File: src/rtl/ccff_loader.sv
// Configuration-chain loader: streams WORD_W-bit bitstream words MSB-first
// into a CHAIN_LEN-long shift chain, optionally comparing the bits that come
// back out of the chain tail against the new stream (verify pass).
//
// Stream handshake: a word transfers on a rising prog_clk edge where
// s_valid=1 and s_ready=1; s_ready depends only on the loader state, never
// on s_valid, and the source holds s_data stable while s_valid=1 and s_ready=0.
module ccff_loader #(
  parameter  int CHAIN_LEN = 64,
  parameter  int WORD_W    = 8,
  localparam int CNT_W     = $clog2(CHAIN_LEN + 1)
) (
  input  logic              prog_clk,
  input  logic              pReset_n,
  input  logic              start,
  input  logic              verify,
  input  logic              abort,
  input  logic [WORD_W-1:0] s_data,
  input  logic              s_valid,
  output logic              s_ready,
  output logic              ccff_head,
  output logic              ccff_shift_en,
  input  logic              ccff_tail,
  output logic              busy,
  output logic              done,
  output logic              error,
  output logic [7:0]        err_count,
  output logic [CNT_W-1:0]  bit_count,
  output logic [1:0]        state_dbg
);

  localparam int WCNT_W = (WORD_W > 1) ? $clog2(WORD_W) : 1;

  localparam logic [CNT_W-1:0]  LAST_BIT = CNT_W'(CHAIN_LEN - 1);
  localparam logic [WCNT_W-1:0] LAST_POS = WCNT_W'(WORD_W - 1);

  typedef enum logic [1:0] {
    ST_IDLE  = 2'd0,
    ST_FETCH = 2'd1,
    ST_SHIFT = 2'd2,
    ST_DONE  = 2'd3
  } state_t;

  state_t              state;
  logic                mode_q;   // 1 = verify pass
  logic [WORD_W-1:0]   sreg;     // bits of the current word still to send, MSB next
  logic [WCNT_W-1:0]   wcnt;     // position of the bit now on ccff_head within its word

  assign state_dbg = state;

  // Pass sequencer: all outputs are registered alongside the state so that
  // ccff_head / ccff_shift_en are glitch-free for the gated chain clock.
  always_ff @(posedge prog_clk or negedge pReset_n) begin
    if (!pReset_n) begin
      state         <= ST_IDLE;
      mode_q        <= 1'b0;
      sreg          <= '0;
      wcnt          <= '0;
      s_ready       <= 1'b0;
      ccff_head     <= 1'b0;
      ccff_shift_en <= 1'b0;
      busy          <= 1'b0;
      done          <= 1'b0;
      error         <= 1'b0;
      err_count     <= 8'd0;
      bit_count     <= '0;
    end else begin
      done <= 1'b0;
      if (abort) begin
        // Cancel: counters and error flags freeze, no completion pulse.
        if (state != ST_IDLE) begin
          state         <= ST_IDLE;
          s_ready       <= 1'b0;
          ccff_head     <= 1'b0;
          ccff_shift_en <= 1'b0;
          busy          <= 1'b0;
        end
      end else begin
        // The bit leaving the tail on this edge pairs with the bit entering the head.
        if (ccff_shift_en && mode_q && (ccff_tail != ccff_head)) begin
          error <= 1'b1;
          if (err_count != 8'hFF) err_count <= err_count + 8'd1;
        end
        case (state)
          ST_IDLE: begin
            if (start) begin
              state     <= ST_FETCH;
              mode_q    <= verify;
              bit_count <= '0;
              error     <= 1'b0;
              err_count <= 8'd0;
              busy      <= 1'b1;
              s_ready   <= 1'b1;
            end
          end
          ST_FETCH: begin
            if (s_valid) begin
              ccff_head     <= s_data[WORD_W-1];
              sreg          <= s_data << 1;
              wcnt          <= '0;
              ccff_shift_en <= 1'b1;
              s_ready       <= 1'b0;
              state         <= ST_SHIFT;
            end
          end
          ST_SHIFT: begin
            bit_count <= bit_count + CNT_W'(1);
            if (bit_count == LAST_BIT) begin
              // Chain full: any remaining low bits of this word are dropped.
              state         <= ST_DONE;
              ccff_shift_en <= 1'b0;
              ccff_head     <= 1'b0;
              done          <= 1'b1;
            end else if (wcnt == LAST_POS) begin
              state         <= ST_FETCH;
              ccff_shift_en <= 1'b0;
              ccff_head     <= 1'b0;
              s_ready       <= 1'b1;
            end else begin
              ccff_head <= sreg[WORD_W-1];
              sreg      <= sreg << 1;
              wcnt      <= wcnt + WCNT_W'(1);
            end
          end
          ST_DONE: begin
            state <= ST_IDLE;
            busy  <= 1'b0;
          end
          default: begin
            state <= ST_IDLE;
          end
        endcase
      end
    end
  end

endmodule

File: config.mk
export PLATFORM = sky130hd
export DESIGN_NAME = ccff_loader
export DESIGN_NICKNAME = d
export VERILOG_FILES = /design/src/rtl/ccff_loader.sv
export SDC_FILE = /design/constraint.sdc
export NUM_CORES = 1
export LEC_CHECK = 0
export BUFFER_PORTS_ARGS = -buffer_cell sky130_fd_sc_hd__buf_2
export CAP_MARGIN = 40
export CORE_MARGIN = 2
export CORE_UTILIZATION = 35
export DETAILED_ROUTE_END_ITERATION = 10
export PLACE_DENSITY_LB_ADDON = 0.3
export SLEW_MARGIN = 25
export SYNTH_ARGS = -nofsm -noshare
export SYNTH_HDL_FRONTEND = slang
export SYNTH_SLANG_ARGS = --single-unit
File: constraint.sdc
create_clock -name prog_clk -period 3.05 [get_ports prog_clk]
set_clock_uncertainty 0.15 [all_clocks]
set_input_delay 0.1525 -clock prog_clk [delete_from_list [all_inputs] [get_ports prog_clk]]
set_output_delay 0.1525 -clock prog_clk [all_outputs]
set_load 0.02 [all_outputs]
Yosys cells after proc, flatten, opt, wreduce, memory -nomap -nowiden
Index checks and enable logic that the tools add are counted.
{ "classes": {"add_sub_neg": 3, "eq_ne": 17, "mux": 46, "bitwise": 1, "reduce_logical": 17} }
{ "ops": {"columns": ["cell", "count"], "rows": [
  ["two-way mux 8 bit", 7],
  ["two-way mux 1 bit", 21],
  ["case mux 8 bit (2 select lines)", 1],
  ["case mux 7 bit (2 select lines)", 1],
  ["two-way mux 2 bit", 6],
  ["inequality test 3 bit, second input constant", 4],
  ["AND reduction 3 bit", 4],
  ["two-way mux 3 bit", 3],
  ["adder 8 x 1 -> 8 bit, second input constant", 1],
  ["inequality test 2 bit, second input constant", 4],
  ["inequality test 8 bit, second input constant", 1],
  ["case mux 2 bit (4 select lines)", 1],
  ["AND reduction 4 bit", 2],
  ["adder 7 x 1 -> 7 bit, second input constant", 1],
  ["== test 7 x 6 -> 1 bit, second input constant", 1],
  ["two-way mux 7 bit", 1],
  ["case mux 1 bit (2 select lines)", 3],
  ["case mux 3 bit (2 select lines)", 1],
  ["AND reduction 6 bit", 1],
  ["nonzero test 2 bit", 3],
  ["nonzero test 3 bit", 2],
  ["AND reduction 5 bit", 1],
  ["== test 2 bit, second input constant", 2],
  ["inequality test 4 bit, second input constant", 1],
  ["other kinds (10)", 11]
]} }
{ "word_totals": {"register_bits": 35, "in_bits": 15, "out_inout_bits": 23, "elab_cells": 96} }

Depth between registers and ports, before layout
Gate-level depths: netlist of the first run.
{ "logic_depth": {"ltp_word": 5, "mapped_depth": 8, "depth_no_buf": 6} }

Least setup slack after synthesis of the first run
Ideal clock, no wire load.
{ "synth_path": {"path_kind": "reg-to-reg", "from": "register state[0] (netlist: state_dbg[0])", "to": "register sreg[2]", "setup_ps": 125, "arrival_time_ps": 1942, "slack_ps": 834, "path_stages_with_launch": 9, "period_less_slack_ps": 2216, "path_cell_list": "dfrtp_1 > inv_1 > ha_1 > buf_2 > nand2b_1 > a31o_2 > a21boi_0 > buf_4 > mux2_2"} }
{ "synth_between": {"elab_chain_cells": 3} }
{ "synth_rtl": {"columns": ["element", "line", "rtl"], "rows": [
  ["from (decl)", "44", "state_t state;"],
  ["from (signal assigned)", "55", "state <= ST_IDLE;"],
  ["from (signal assigned)", "72", "state <= ST_IDLE;"],
  ["from (signal assigned)", "87", "state <= ST_FETCH;"],
  ["== test 2 bit / == test 2 x 1 -> 1 bit (equally long branches)", "84", "case (state)"],
  ["inequality test 2 bit (no source line) / nonzero test 2 bit (equally long branches)", null, null],
  ["AND reduction 5 bit (no source line)", null, null],
  ["to (signal assigned)", "99", "sreg <= s_data << 1;"],
  ["to (signal assigned)", "121", "sreg <= sreg << 1;"],
  ["to (decl)", "46", "logic [WORD_W-1:0] sreg;"]
]} }
Parallel ways exist; a longest one is shown, timed or not.
A chain may end at the register's enable or synchronous reset.

Final worst setup path of the first run
{ "layout_path": {"from": "register state[0] (netlist: state_dbg[0])", "to": "register sreg[6]"} }
Same word-level chain as after synthesis.

==> results of run 1 <==
[state kept, by name, summed over array words and instances (netlist names)]
register and count:
ccff_head 1, sreg 7, wcnt 3, state_dbg 2, mode_q 1, error 1, busy 1, ccff_shift_en 1
done 1, s_ready 1, bit_count 7, err_count 8
[tightest hold or removal path: stages]
cell and delay (ns):
buf_2 0.08, mux2i_1 0.05, mux2i_1 0.12
[routing by layer]
metal | GRT usage | share of wire | up-vias | wire length, um
met3 | 0.0368 | 0.051 | 7 | 213
li1 | - | - | 797 | -
met4 | 0.0421 | 0.013 | 0 | 54
met2 | 0.245 | 0.46 | 40 | 1950
met5 | 0 | 0 | - | 0
met1 | 0.185 | 0.47 | 759 | 1980
[worst paths after layout]
kind	from	end	cells after the start
min in group asynchronous	pReset_n	err_count[0]$_DFFE_PN0N_	2
max in group asynchronous	pReset_n	err_count[7]$_DFFE_PN0N_	3
max reg2reg	state_dbg[0]$_DFFE_PN0P_	sreg[6]$_DFFE_PN0P_	7
min	s_data[6]	sreg[7]$_DFFE_PN0P_	3
max	state_dbg[0]$_DFFE_PN0P_	sreg[6]$_DFFE_PN0P_	7
min reg2reg	mode_q$_DFFE_PN0P_	mode_q$_DFFE_PN0P_	2
[metrics by stage]
step	power [uW]	instance area (um2)	hold WS, ns
after floorplan	1190	1930	-0.293
after CTS	1740	2290	0.00643
after global placement	1370	2170	0.134
final	1720	2310	0.0105
after detailed placement	1390	2170	0.133
after global routing	1860	2310	0.0382
[report_power, final]
group	internal, uW	leakage (uW)	switching, uW	total (uW)
logic	306	0.000623	396	702
registers	578	0.000452	91.7	670
clock network	181	0.0000472	166	348
[layout make-up]
cell class                 instances  area share
clock inverter                     2     0.00541
multi-input combinational        142       0.423
timing repair buffer              43       0.108
inverter                          13      0.0211
clock buffer                       6      0.0357
tap                               72      0.0389
sequential                        34       0.368
[cell families (layout without fill, tap and decap cells)]
family / after synthesis / in the layout
adder cells (fa/ha/maj): 9 / 9
AND/OR/NAND/NOR: 66 / 66
AO/OA/AOI/OAI: 44 / 44
buffers and inverters: 24 / 64
XOR/XNOR: 5 / 5
multiplexers: 18 / 18
flip-flops: 34 / 34
[repair_timing]
item / in CTS / in global routing
endpoints found under the setup margin: 0 / 0
hold endpoints to repair: 36 / 0
hold buffers: 3 / 0
[synth_stat cells (2+ instances only)]
cell type,instances,area (um2)
nand3_1,10,50.1
or3_2,2,15.0
ha_1,9,113
inv_1,13,48.8
a41o_1,2,20.0
and3_1,4,25.0
mux2i_1,6,60.1
buf_2,2,10.0
nand2b_1,2,12.5
nand2_1,15,56.3
nor4_1,3,18.8
o211ai_1,2,15.0
mux2_2,12,135
nand4_1,3,18.8
clkbuf_1,6,22.5
nor2_1,16,60.1
a31oi_1,6,37.5
o21ai_0,12,60.1
a21oi_1,8,40.0
dfrtp_1,34,851
o31ai_1,2,15.0
xnor2_1,5,43.8
nor3_1,2,10.0
nand3b_1,2,15.0
[layout by cell type, fill, tap and decap left out, drive strengths merged, types with 2 or more instances in the layout]
cell type,Yosys,final
dlygate4sd3,0,3
a41o,2,2
o31ai,2,2
and3,4,4
o211ai,2,2
nor4,3,3
xnor2,5,5
nand2,15,15
nand3,10,10
nand2b,2,2
nand3b,2,2
o21ai,12,12
a21oi,8,8
nor3,2,2
nor2,16,16
a31oi,6,6
or3,2,2
mux2i,6,6
inv,13,13
nand4,3,3
dfrtp,34,34
mux2,12,12
clkbuf,6,6
buf,5,40
ha,9,9
==> impl_results.md, run 1 <==
- Full die area: 0.00613 mm2
- Tmin final: between 2 and 2.5 ns
- Final setup vio count: 0
- CP endpoint kind: flip-flop
- Slew @ Worst Pin: between 0.4 and 0.5 ns
- # rows: 27
- Wire per inst: about 13 um
- IO Pins: 38
- Fin. Hold Viols: 0
- Clock slew at reported path FFs: around 0.070 ns
- DRT Wirelength: approximately 4200 um
- Sum of negative setup slack: 0 ns
- Worst Hold Class: in -> reg
- Placed cells: 300
- EDFF count, synth: 0
- Initial core utilization: 0.358
- Setup ws final: roughly 0.76 ns
- Nets: roughly 260
- Sequential share of the synthesized area: 0.440
- Post-Synth XOR/XNOR Area: 0.0227
- Synth async-reset ratio: 1.00
- Share of layout cells above drive strength 1: 0.267
- Post-synthesis compound-gate area fraction: 0.151
- Synth Instances: 200
- Top delay family on crit path: compound AO/OA/AOI/OAI gates
- Mux cell area share after synthesis: 0.101
- Status: completed
- Mapped Area: around 0.0019 mm2
- Synthesized flop and latch total: 34
- First-pass GRT wire length: a little over 7000 um
- Post-layout util: 0.428
- Crit share post-route: 0.749
- FF+latch area: 851 um2
- H-tree depth: 2
- Post-CTS sizing: 0
- Vias in the first global route: around 1500
- HPWL Detailed: between 3000 and 4000 um
- Leakage: about 0.0011 uW
- Die H: 78.3 um
- Slew Viols, Final: 0
- Simple logic cell fraction of the synthesized area: 0.173
- Worst endpoint data arrival time: ~2.3 ns
- Largest net degree at the start of global routing: 35
- Worst setup SP type: flip-flop
- Crit-path max cell delay: ~0.42 ns
- Fillers: 579
- GRT overflow: 0
- Clk root buf: clkbuf_8
- Fraction of the mapped netlist area in adder cells: 0.0583
- Clock Latency Late Sink: around 0.28 ns
- Max Root-Sink Buffers: 2
- Fmax achieved: between 400 and 500 MHz
- Number of diodes: 0
- Initial antenna violation count: 0
- Peak supply drop: 0.348 mV
- Ys flop type: dfrtp_1
- MaxCap Viol Count: 0
- Mapped Avg Cell Area: between 9 and 10 um2
- DIE WIDTH: 78.3 um
- Crit-path cells: inv_1 > ha_1 > nand2b_1 > a31o_2 > a21boi_0 > buf_4 > mux2_2
- Pwr Density: about 740 mW/mm2
- Final cell count without fillers: 312
- R2r setup slk: approximately 0.76 ns
- Crit path max-delay cell type: dfrtp_1
- Area of the multi-input gates: slightly below 0.001 mm2
- Vias/cell: just over 5
- CP max FO: 10
- CTS Buf Count: 5
- First drt pass iteration count: 4
- Worst rel slew slack: 0.658
- Syn-to-layout area delta: 19.7%
- Initial drt markers: 63
- Postcts setup bufs: 0
- Clk sinks: 34
- RSZ-0062 raised after global routing: false
- Count of different cell masters after synthesis: 46
- Worst path bufs/invs: 2
- GP Congestion: approximately 0.75
- Post-route ant nets: 0
- Drt drc: 0
- Core area: between 0.005 and 0.006 mm2
- WP data required: approximately 3 ns
- Port Buffers: 37
- Critical path class: reg -> reg
- CTS tree: built
- Synth Net Count: 224
- Synth Warn #: 0
- Via count: about 1600
- Main combinational cell family by area after synthesis: simple AND/OR/NAND/NOR gates
- Pre-CTS WS: 0.759 ns
- Tot GR Track Use: 0.146
Note: power is estimated with default switching activity, not from simulation.
==> run 2, diff against run 1 <==
- clock period: 3.05 -> 2 ns (I/O delays scaled with it)
==> run 2 against run 1 <==
  * Flip-flop and latch count unchanged
  * Sequential power increased by 55%
  * Maximum frequency increased by 16%
  * Via count increased by 6.7%
  * Cell count increased by 8.3%
  * Critical endpoint is now sreg[4]$_DFFE_PN0P_
  * Largest power group unchanged
==> impl_results.md, run 2 (synthesis gave the netlist of run 1 again) <==
- Final cell count without fillers: around 340
- Pwr Density: roughly 1100 mW/mm2
- Met1 Track Usage GR: 0.201
- RSZ-0062 raised after global routing: true
- First-pass GRT wire length: 7890 um
- Most common cell after layout, fill and taps aside: buf_2
- Pre-CTS WS: -0.0591 ns
- Post-route ant nets: 0
- Largest net degree at the start of global routing: 35
- Final setup vio count: 0
- Via count: approximately 1700
- Wire per inst: around 14 um
- Crit-path max cell delay: 0.38 ns
- Combinational power share: 0.476
- Tmin final: 1.98 ns
- WP data required: around 2 ns
- Clk root buf: clkbuf_8
- Worst rel slew slack: 0.749
- CP endpoint kind: flip-flop
- Number of diodes: 0
- Vias in the first global route: 1705
- Worst Hold Class: in -> async
- Slew Viols, Final: 0
- Drt drc: 0
- Switch share: 0.375
- Psw: between 1000 and 1500 uW
- Initial antenna violation count: 0
- Fillers: around 540
- Status: completed
- Leakage: 0.00124 uW
- Nets: around 290
- GP Congestion: 0.787
- Fmax achieved: 506 MHz
- Core area: 0.00541 mm2
- Clk sinks: 34
- Crit-path cells: ha_2 > ha_4 > nand2b_4 > a31o_4 > a21boi_1 > buf_4 > mux2_2
- Clock slew at reported path FFs: roughly 0.060 ns
- H-tree depth: 2
- First drt pass iteration count: 5
- Critical path class: reg -> reg
- MaxCap Viol Count: 0
- DRT Wirelength: roughly 4700 um
- Seq pwr share: 0.357
- PnR Total Power: 2910 uW
- Fin. Hold Viols: 0
- IO Pins: 38
- DIE WIDTH: ~78 um
- GR Layer Usage met2: 0.279
- Global route hottest layer: met2
- Crit path max-delay cell type: dfrtp_1
- Largest register FFs: 8
- Largest register by flop count: err_count
- Pint: 1820 uW
- Worst setup SP type: flip-flop
- Share of layout cells above drive strength 1: 0.383
- Crit share post-route: 0.988
- CTS Buf Count: 5
- Clock group share of total power: 0.167
- Port Buffers: 37
- Full die area: 0.00613 mm2
- Clock Latency Late Sink: ~0.29 ns
- Tot GR Track Use: 0.162
- Vias/cell: a little over 5
- CP max FO: 8
- Slew @ Worst Pin: 0.374 ns
- CTS tree: built
- HPWL Detailed: 3440 um
- # rows: 27
- Die H: around 78 um
- Initial core utilization: 0.358
- Grt met3 use: 0.0414
- Worst endpoint data arrival time: 1.99 ns
- Peak supply drop: about 0.63 mV
- GRT overflow: 0
- Max Root-Sink Buffers: 2
- Syn-to-layout area delta: 33.5%
- Setup ws final: 0.0245 ns
- Top flop regs: err_count (8), bit_count (7), sreg (7)
- Initial drt markers: 28
- Commonest non-fill, non-tap cells in the layout: 37 x buf_2, 29 x dfrtp_1, 27 x buf_4
- Placed cells: around 320
-- run 2: cell type report --
cell class | instances | area, um2 | share of cell area
Multi-Input combinational cell | 142 | 1060 | 0.410
Inverter | 13 | 48.8 | 0.0189
Clock buffer | 8 | 80.1 | 0.0310
Sequential cell | 34 | 857 | 0.332
Timing Repair Buffer | 69 | 448 | 0.174
Tap cell | 72 | 90.1 | 0.0349
-- run 2: what timing repair did --
item | CTS | global route
endpoints found under the hold margin | 37 | 0
setup buffers | 1 | 0
resized for setup | 2 | 7
setup endpoints to repair | 7 | 9
hold buffers | 4 | 0
pin swaps | 1 | 1
-- run 2: path summary, 6_finish.rpt --
| check | start | end | slack (ns) | cells after the start |
|---|---|---|---|---|
| max | wcnt[0]$_DFFE_PN0P_ | sreg[4]$_DFFE_PN0P_ | 0.02 | 7 |
| min | pReset_n | err_count[5]$_DFFE_PN0N_ | 0.02 | 2 |
| max reg2reg | wcnt[0]$_DFFE_PN0P_ | sreg[4]$_DFFE_PN0P_ | 0.02 | 7 |
| min reg2reg | sreg[4]$_DFFE_PN0P_ | sreg[4]$_DFFE_PN0P_ | 0.35 | 1 |
| max in group asynchronous | pReset_n | bit_count[1]$_DFFE_PN0P_ | 1.28 | 3 |
| min in group prog_clk | s_data[1] | sreg[2]$_DFFE_PN0P_ | 0.02 | 3 |
-- run 2: power groups by stage --
stage	clock network [uW]	logic (uW)	registers, uW
global route	537	1530	1070
finish	486	1390	1040
detailed placement	0	1340	1040
CTS	505	1370	1030
floorplan	0	741	1140
global placement	0	1320	1040
-- run 2: worst max-delay path: cells and delay by family, from the launching register on --
kind | cells | cell delay (ns)
simple gates | 1 | 0.13
compound gates | 2 | 0.31
buf+inv | 1 | 0.18
fa+ha+maj | 2 | 0.35
flops | 1 | 0.38
mux | 1 | 0.34
-- run 2: metrics by stage --
stage | util | TNS (ns) | area [um2] | hold slack, ns
floorplan | - | -0.118 | 1990 | -0.346
global placement | 0.443 | -0.108 | 2400 | 0.0666
detailed placement | 0.443 | -0.336 | 2400 | 0.0790
CTS | 0.468 | 0 | 2530 | 0.0191
global route | 0.478 | -0.153 | 2580 | 0.0214
finish | 0.478 | 0 | 2580 | 0.0237
-- run 2: layer usage --
| layer | vias to the layer above | share of wire | wire (um) |
|---|---|---|---|
| li1 | 846 | - | - |
| met1 | 817 | 0.46 | 2190 |
| met2 | 41 | 0.48 | 2280 |
| met3 | 6 | 0.040 | 189 |
| met4 | 0 | 0.011 | 53 |
| met5 | - | 0 | 0 |
==> run 3, diff against run 2 <==
- ABC_AREA: unset -> 1
- CTS_BUF_LIST: unset -> sky130_fd_sc_hd__clkbuf_2 sky130_fd_sc_hd__clkbuf_4 sky130_fd_sc_hd__clkbuf_8
==> run 3 against run 2 <==
  * The flow now finishes with violations (negative hold slack)
  * Via count is 4.6% higher
  * Worst setup slack better by 0.16 ns
  * Sequential share of layout area is 0.71 points higher
  * Sequential power is 5% lower
  * Non-clock buffer count is 19 lower
  * Synthesized cell count is 36% higher
  * Hold slack worse by 0.025 ns
  * Cell count is 17% higher
  * First-iteration DRC count is 43% higher
  * Final area is 2.8% lower
  * Largest cell class unchanged
==> impl_results.md, run 3 <==
- Status: complete, but fails checks
- Failing checks: negative hold slack
- GRT overflow: 0
- Ys flop type: dfrtp_1
- Worst endpoint data arrival time: between 1.5 and 2 ns
- Mapped Avg Cell Area: around 7.5 um2
- Top delay family on crit path: buffers and inverters
- Switch share: 0.403
- Mapped Area: between 0.002 and 0.0025 mm2
- Synth Instances: between 200 and 300
- Nets: around 350
- Wire per inst: approximately 11 um
- Commonest non-fill, non-tap cells in the layout: 85 x nand2_1, 37 x buf_2, 34 x dfrtp_1
- Clock Latency Late Sink: approximately 0.29 ns
- MaxCap Viol Count: 0
- Crit path depth: 9
- Initial drt markers: 40
- Post-route ant nets: 0
- Clk sinks: 34
- Count of different cell masters after synthesis: 28
- H-tree depth: 2
- IO Pins: 38
- CP endpoint kind: flip-flop
- Clk root buf: clkbuf_8
- Worst rel slew slack: 0.747
- Pwr Density: between 1000 and 1500 mW/mm2
- Setup ws final: about 0.18 ns
- Synth async-reset ratio: 1.00
- Hold path cells: 5
- # rows: 27
- Tmin final: around 1.8 ns
- CP max FO: 10
- EDFF count, synth: 0
- CTS tree: built
- FF+latch area: between 800 and 900 um2
- Slew Viols, Final: 0
- Largest net degree at the start of global routing: 35
- Synth top cells by count: 85 x nand2_1, 34 x dfrtp_1, 31 x inv_1, 25 x nor2_1, 21 x nand3_1
- Crit-path most repeated cell: buf_4
- Tot GR Track Use: 0.142
- DRT Wirelength: around 4300 um
- Worst setup SP type: flip-flop
- Setup crit start: state_dbg[0]$_DFFE_PN0P_
- Pint: between 1500 and 2000 uW
- Largest register by flop count: err_count
- Number of diodes: 0
- Max Root-Sink Buffers: 2
- Pre-CTS WS: between 0.15 and 0.2 ns
- Most common cell after layout, fill and taps aside: nand2_1
- Port Buffers: 37
- Slew @ Worst Pin: roughly 0.38 ns
- Sequential share of the synthesized area: 0.417
- Clock group share of total power: 0.209
- Critical path class: reg -> reg
- WP data required: 2.02 ns
- First-pass GRT wire length: 7160 um
- Share of layout cells above drive strength 1: 0.238
- Core area: 0.00557 mm2
- Crit-path cells: inv_1 > ha_1 > buf_4 > o21ai_2 > nor2_4 > buf_4 > nand3_1 > nand2_1 > nor2_1
- Sum of negative setup slack: 0 ns
- Worst Reg-to-Reg Cells: 9
- Vias/cell: about 4.5
- Synth Net Count: 295
- Die H: ~80 um
- GP Congestion: just under 0.8
- Syn-to-layout area delta: 22.9%
- R2r setup slk: 0.18 ns
- Peak supply drop: 0.429 mV
- Crit path max-delay cell type: dfrtp_1
- Initial core utilization: 0.366
- DIE WIDTH: approximately 80 um
- Final setup vio count: 0
- Combinational power share: 0.406
- Synth top area share: 0.417
- Crit path to: bit_count[6]$_DFFE_PN0P_
- Most frequent cell after synthesis: nand2_1
- Crit share post-route: 0.910
- Via count: 1789
- First drt pass iteration count: 4
- Area of the multi-input gates: between 0.001 and 0.0015 mm2
- Clock slew at reported path FFs: roughly 0.070 ns
- Vias in the first global route: between 1500 and 2000
- Area contributors post-synth: dfrtp_1 42%, nand2_1 16%, inv_1 5.7%, ha_1 5.5%, nand3_1 5.1%
- Crit-path max cell delay: approximately 0.43 ns
- Synth Warn #: 0
- FF-to-FF Start: state_dbg[0]$_DFFE_PN0P_
- R2R Path End: bit_count[6]$_DFFE_PN0P_
- Area leader, netlist: dfrtp_1
- Full die area: 0.00646 mm2
- Fmax achieved: 550 MHz
- HPWL Detailed: between 3000 and 4000 um
- Final hold slack: -0.00148 ns
- Seq pwr share: 0.385
- Largest register FFs: 8
- PnR Total Power: ~2600 uW
- HP Start: s_data[3]
- Worst Hold Class: in -> reg
- Psw: roughly 1000 uW
- Synthesized flop and latch total: 34
- Drt drc: 0
- Initial antenna violation count: 0
- Worst path bufs/invs: 3
- Fin. Hold Viols: 1
- Leakage: around 0.0014 uW
- Fillers: 583
- CTS Buf Count: 5
- RSZ-0062 raised after global routing: false
- Top flop regs: err_count (8), bit_count (7), sreg (7)
## run 3: changes by cell type after synthesis, sizes merged, moves of 4 or more
cell	delta
mux2	-12
xnor2	-5
and3	-4
nand2	+77
nand3	+12
a31oi	-6
mux2i	-6
inv	+21
nor2	+15
o21ai	+15
clkbuf	-5
## run 3: worst min-delay path by stage
| stage | endpoint | slack, ns |
|---|---|---|
| 6_report | sreg[4]$_DFFE_PN0P_ | -0.001 |
| 5_1_grt | sreg[3]$_DFFE_PN0P_ | 0.005 |
| 4_1_cts | sreg[4]$_DFFE_PN0P_ | 0.0002 |
| 3_5_place_dp | error$_DFFE_PN0N_ | 0.08 |
| 3_3_place_gp | err_count[4]$_DFFE_PN0N_ | 0.07 |
| 2_1_floorplan | bit_count[0]$_DFFE_PN0P_ | -0.35 |
## run 3: power by group through the flow
stage | registers [uW] | logic (uW) | clock network (uW)
6_report | 993 | 1050 | 540
5_1_grt | 1020 | 1170 | 594
4_1_cts | 997 | 1030 | 560
3_5_place_dp | 1010 | 1010 | 0
3_3_place_gp | 1000 | 1000 | 0
2_1_floorplan | 1100 | 646 | 0
## run 3: cells by family after synthesis
kind of cell    synth area share
simple gates               0.330
buf+inv                   0.0827
compound gates             0.112
flops                      0.417
fa+ha+maj                 0.0551
xor+xnor                 0.00429
## run 3: repair_timing
action                                  CTS  global route
hold buffers                              7             0
hold endpoints to repair                 41             0
gates resized for setup                   0             1
endpoints found under the setup margin    0             1
setup buffers                             0             2
## run 3: final cells by class
| type | count | area share |
|---|---|---|
| multi-input combinational | 198 | 0.408 |
| sequential | 34 | 0.339 |
| timing repair buffer | 50 | 0.128 |
| inverter | 34 | 0.0509 |
| clock buffer | 7 | 0.0359 |
| tap | 72 | 0.0359 |
| clock inverter | 1 | 0.00200 |
## run 3: per-layer routing
metal	vias up	wire length (um)	track usage
met5	-	0	0
met4	0	52	0.0458
met3	5	158	0.0337
met2	31	2020	0.228
met1	795	2110	0.189
li1	958	-	-
## run 3: through the flow
step	cell area, um2	utilization	cells
after global routing	2510	0.450	396
after detailed placement	2300	0.412	378
final	2510	0.450	396
after CTS	2460	0.442	393
after floorplan	2040	-	271
after global placement	2300	0.412	378
## run 3: worst register-to-register path, cell delays in order (launching register included)
cell and delay (ns):
dfrtp_1 0.43, inv_1 0.12, ha_1 0.19, buf_4 0.19, o21ai_2 0.09, nor2_4 0.21, buf_4 0.15, nand3_1 0.07
nand2_1 0.07, nor2_1 0.04
